[src/rtl/unidad_busqueda.sv]
// unidad_busqueda: instruction-fetch unit.
// Holds the word-addressed program counter, drives the instruction-memory
// address, picks the next PC from stall / halt / jump / branch / sequential,
// stops fetching on the halt opcode, and keeps saturating cycle and
// retired-instruction counters for debug.
//
// Control handshake: there is no valid/ready pair here. Control inputs
// (stall, branch_taken, jump, offset, jump_target) are sampled on every
// rising edge in RUN. stall=1 freezes the PC and suppresses retirement for
// that edge. instru is the combinational read of the memory at direinstru.
// Once HALT is entered, every control input is ignored until reset.
module unidad_busqueda #(
    parameter int              AW       = 6,
    parameter logic [AW-1:0]   RESET_PC = '0,
    parameter logic [5:0]      HALT_OP  = 6'b111111,
    parameter int              CW       = 16
) (
    input  logic          clk,
    input  logic          reset,
    input  logic          stall,
    input  logic          branch_taken,
    input  logic          jump,
    input  logic [15:0]   offset,
    input  logic [25:0]   jump_target,
    input  logic [31:0]   instru,
    output logic [AW-1:0] direinstru,
    output logic [AW-1:0] pc_mas1,
    output logic          halted,
    output logic [CW-1:0] ciclos,
    output logic [CW-1:0] retiradas
);

    typedef enum logic {
        ST_RUN  = 1'b0,
        ST_HALT = 1'b1
    } state_t;

    state_t        r_state;
    state_t        w_state_nxt;

    logic [AW-1:0] r_pc;
    logic [AW-1:0] w_pc_nxt;
    logic [AW-1:0] w_pc_seq;
    logic [AW-1:0] w_pc_branch;
    logic [AW-1:0] w_pc_jump;
    logic [31:0]   w_off_ext;
    logic [AW-1:0] w_off_aw;
    logic          w_halt_op;

    logic [CW-1:0] r_ciclos;
    logic [CW-1:0] r_retiradas;
    logic          w_ciclos_inc;
    logic          w_ret_inc;

    // Candidate next-PC values; all arithmetic wraps modulo 2^AW.
    assign w_halt_op   = (instru[31:26] == HALT_OP);
    assign w_off_ext   = {{16{offset[15]}}, offset};
    assign w_off_aw    = w_off_ext[AW-1:0];
    assign w_pc_seq    = r_pc + AW'(1);
    assign w_pc_branch = w_pc_seq + w_off_aw;
    assign w_pc_jump   = jump_target[AW-1:0];

    // State and PC registers, synchronous reset.
    always_ff @(posedge clk) begin
        if (reset) begin
            r_state <= ST_RUN;
            r_pc    <= RESET_PC;
        end else begin
            r_state <= w_state_nxt;
            r_pc    <= w_pc_nxt;
        end
    end

    // Next-state / next-PC selection: stall > halt > jump > branch > +1.
    always_comb begin
        w_state_nxt  = r_state;
        w_pc_nxt     = r_pc;
        w_ciclos_inc = 1'b0;
        w_ret_inc    = 1'b0;
        case (r_state)
            ST_RUN: begin
                w_ciclos_inc = 1'b1;
                if (!stall) begin
                    w_ret_inc = 1'b1;
                    if (w_halt_op) begin
                        // PC stays on the halt instruction.
                        w_state_nxt = ST_HALT;
                    end else if (jump) begin
                        w_pc_nxt = w_pc_jump;
                    end else if (branch_taken) begin
                        w_pc_nxt = w_pc_branch;
                    end else begin
                        w_pc_nxt = w_pc_seq;
                    end
                end
            end
            ST_HALT: begin
                w_state_nxt = ST_HALT;
            end
            default: begin
                w_state_nxt = ST_RUN;
            end
        endcase
    end

    // Saturating debug counters; they freeze at all-ones instead of wrapping.
    always_ff @(posedge clk) begin
        if (reset) begin
            r_ciclos    <= '0;
            r_retiradas <= '0;
        end else begin
            if (w_ciclos_inc && !(&r_ciclos)) begin
                r_ciclos <= r_ciclos + CW'(1);
            end
            if (w_ret_inc && !(&r_retiradas)) begin
                r_retiradas <= r_retiradas + CW'(1);
            end
        end
    end

    assign direinstru = r_pc;
    assign pc_mas1    = w_pc_seq;
    assign halted     = (r_state == ST_HALT);
    assign ciclos     = r_ciclos;
    assign retiradas  = r_retiradas;

endmodule

[config.mk]
export PLATFORM = sky130hd
export DESIGN_NAME = unidad_busqueda
export DESIGN_NICKNAME = d
export VERILOG_FILES = /design/src/rtl/unidad_busqueda.sv
export SDC_FILE = /design/constraint.sdc
export NUM_CORES = 1
export LEC_CHECK = 0
export ABC_AREA = 1
export BUFFER_PORTS_ARGS = -buffer_cell sky130_fd_sc_hd__buf_2
export CAP_MARGIN = 15
export CORE_ASPECT_RATIO = 0.75
export CORE_MARGIN = 1.5
export CORE_UTILIZATION = 30
export CTS_BUF_LIST = sky130_fd_sc_hd__clkbuf_8 sky130_fd_sc_hd__clkbuf_16
export DETAILED_ROUTE_END_ITERATION = 10
export HOLD_SLACK_MARGIN = 0.06
export MAX_ROUTING_LAYER = met4
export PLACE_DENSITY = 0.61
export SYNTH_ARGS = -nofsm -noshare
export SYNTH_HDL_FRONTEND = slang
export SYNTH_SLANG_ARGS = --single-unit
[constraint.sdc]
create_clock -name clk -period 5.05 [get_ports clk]
set_input_delay 0.2525 -clock clk [delete_from_list [all_inputs] [get_ports clk]]
set_output_delay 0.2525 -clock clk [all_outputs]
set_load 0.05 [all_outputs]
==> metrics list <==
- Cell types with the largest area share after synthesis: dfxtp_1 (33%), nand2_1 (13%), a21oi_1 (7.3%)
- Max-cap violations in this run came to 0.
* Critical register-to-register path startpoint: direinstru[0]$_SDFFE_PP0P_
- Along the worst path, the maximum fanout reaches 6.
- For hold timing, the worst endpoint is direinstru[0]$_SDFFE_PP0P_.
* Worst R2R End: direinstru[5]$_SDFFE_PP0P_
* Number of warning messages in the yosys log: 0
- Counting every sink on the clock net gives 39.
- Setup repair after global routing missed its margin: no
* TritonCTS clock tree: done
- Final antenna-violating net count: 0
- Depth of the worst register-to-register path: 12
* Number of port buffers: 67
* Number of fillers in the final layout: 835
- Number of max-slew violations in the final report: 0
- Fin area: 0.00291 mm^2
- Worst reg-to-reg setup slack: 2.88 ns
* Flop and latch count out of synthesis: 39
- The clock passes through at most 2 buffers.
- Slew HR: 66.9%
- Clk Latency, worst-skew pair: 0.29 ns
* Worst Hold Class: in -> reg
- In this run the mean area of a mapped cell was 7.02 um^2.
* Number of antenna cells inserted: 0
- The floorplan step defined a die boundary enclosing 0.00853 mm^2.
- At the end of the flow, the number of nets in the layout was 497.
- Dividing the detail-routed via count by the number of cells gives 4.71.
* Actual transition at the worst max-transition pin: 0.496 ns
- For this block, the via count after detailed routing is 2,404.
- Number of detailed-route iterations in the first pass: 6
- The worst hold path passes through 3 cells.
- Run status: finished clean
- Derived from the worst setup path, the maximum achievable clock frequency is 0.461 GHz.
- Worst Min Path Start: jump_target[0]
* H-tree levels: 2
- Share of layout cells above drive strength 1: 23.5%
- Count of endpoints failing setup in the final report: 0
- The cell sitting at the root of the clock tree is a clkbuf_8.
* Area of the mapped netlist: 0.00239 mm^2
* Via count of the first global-routing pass: 2,038
* Maximum number of pins on one net before global-route repair: 23
- Area of the core region: 0.00753 mm^2
- Worst ir drop on vdd: 0.0954 mV
* Post-synth net total: 430
* Number of top-level pins: 124
* Global placement routability congestion: 0.867
* Drt total wl: 6080 um
* Antenna violations before repair: 0
* Instance area after placement: 0.00281 mm^2
- Cell variety after synth: 37
- STA puts the critical path data required time at 5.21 ns.
* Row cnt: 27
- Final Hold Fails: 0
- Average wire per standard cell: 11.9 um
- Vert. Die Dim: 80.4 um
* Layout Skew: 0.00697 ns
* Dominant cell type by area after synthesis: dfxtp_1
* Number of buffers added by the clock tree synthesis step: 5
- Ratio of final minimum period to clock period: 42.9%
* Initial cell density of the core: 31.8%
* Type of destination of the critical path: flip-flop
* Area added between synthesis and finish: 21.4%
* Power density over the cells: 239 mW/mm^2
- Number of violations reported at the end of detailed-routing iteration 0: 93
- The worst setup path is launched from a flip-flop.
* Fraction of the yosys area taken by sequential cells: 32.6%
- The critical path in this run is classified as reg -> reg.
- Width of the chip: 106 um
- Across every metal layer, demand over resource in global routing totals 15.4%.
- For this run, design rule violations remaining after detail routing come to 0.
- The first global-routing pass estimated 10,100 um of wire.
* Number of buffers added for setup after CTS: 0
- The multi-input combinational cells in the finished layout cover a total of 0.00145 mm^2.
- Total gr overflow: 0
- Leakage component of the power: 1.21 nW
- Final period demand of the worst path: 2.17 ns
- Data on the critical path arrives at its endpoint at 2.33 ns.
* Top-area cell type share of the netlist area: 32.6%
- Gate count of the mapped netlist: 341
* Clock Pin Slew Worst Setup and Hold Paths: 0.08 ns
- Detailed placement finished with a half-perimeter wire length of 4710 um.
- Cells resized by post-CTS repair: 0
- Setup total negative slack on the finished layout was measured at 0 ns.
- CTS hold repair buffers: 0
- Sequential cell area: 781 um^2
[registers in the layout, summed over array words and instances (netlist names)]
name        count
ciclos         16
retiradas      16
direinstru      6
halted          1
[logic make-up after synthesis]
group,after synthesis,share of synthesized area [%]
adders and majority gates,10,5.54
xor gates and xnor gates,17,6.22
AOI/OAI and AO/OA,67,15.5
DFF,39,32.6
and+or+nand+nor,169,33.1
buffers and inverters,39,7.05
[area by class of cell]
class	count	share of cell area (%)
clock buffer	7	3.31
multi-input combinational	263	49.7
inverter	32	4.13
timing repair buffer	67	11.5
sequential	39	26.9
clock inverter	1	0.129
tap	101	4.35
[critical path, stage by stage, from the launching register on]
cell and delay [ns]:
dfxtp_1 0.42, ha_1 0.23, nand3_1 0.11, xnor2_1 0.28
ha_1 0.32, a21oi_1 0.20, nand3_1 0.10, nand2_1 0.08
nand3_1 0.06, nand2_1 0.06, nand3_1 0.06, nand2_1 0.06
a21oi_1 0.05
[routing by layer]
metal	routed length, um	GRT usage [%]
met2	2280	20.0
met3	284	3.08
met5	0	-
met1	3480	23.6
met4	46	3.65
[how the worst max path moves through the flow]
stage          depth (start not counted)  slack [ns]                        from                         end
2_1_floorplan                         14        1.91  direinstru[0]$_SDFFE_PP0P_  direinstru[5]$_SDFFE_PP0P_
3_3_place_gp                          12        2.86  direinstru[0]$_SDFFE_PP0P_  direinstru[5]$_SDFFE_PP0P_
3_5_place_dp                          12        2.89  direinstru[0]$_SDFFE_PP0P_  direinstru[5]$_SDFFE_PP0P_
5_1_grt                               14        2.72  direinstru[0]$_SDFFE_PP0P_  direinstru[5]$_SDFFE_PP0P_
4_1_cts                               12        2.87  direinstru[0]$_SDFFE_PP0P_  direinstru[5]$_SDFFE_PP0P_
6_report                              12        2.88  direinstru[0]$_SDFFE_PP0P_  direinstru[5]$_SDFFE_PP0P_
[cell usage in the layout (no fill, tap or decap), drive strengths merged, types with 3 or more instances in the layout]
cell type / netlist / routed
xor2: 8 / 8
xnor2: 9 / 9
clkbuf: 4 / 7
buf: 3 / 67
nand4: 8 / 8
dfxtp: 39 / 39
ha: 9 / 9
nor3: 13 / 13
nand3: 23 / 23
inv: 32 / 33
o21a: 3 / 3
nand2: 86 / 86
a21oi: 36 / 36
o21ai: 19 / 19
nor2: 32 / 32
[synthesized netlist by cell type (all sizes together)]
cell type,n
a21oi,36
a31oi,2
and2,1
and3,1
buf,3
clkbuf,4
dfxtp,39
fa,1
ha,9
inv,32
nand2,86
nand3,23
nand3b,2
nand4,8
nor2,32
nor3,13
nor3b,1
nor4,2
o211ai,2
o21a,3
o21ai,19
o21ba,1
o21bai,2
o221ai,1
o311ai,1
xnor2,9
xor2,8
[per-stage QoR]
stage	cells	total power, mW	setup WS [ns]	utilization (%)	hold slack [ns]
2_1_floorplan	341	0.437	1.91	-	0.399
3_3_place_gp	502	0.471	2.86	37.3	0.466
3_5_place_dp	502	0.473	2.89	37.3	0.477
4_1_cts	510	0.710	2.87	38.6	0.235
5_1_grt	510	0.735	2.72	38.6	0.233
6_report	510	0.695	2.88	38.6	0.255
[where the power goes]
| part | leakage, nW | total [mW] | internal, mW | switching (mW) |
|---|---|---|---|---|
| sequential | 0.316 | 0.324 | 0.315 | 0.00935 |
| combinational | 0.838 | 0.141 | 0.0416 | 0.0996 |
| clock | 0.0557 | 0.229 | 0.123 | 0.107 |
Note: power is estimated with default switching activity, not from simulation.
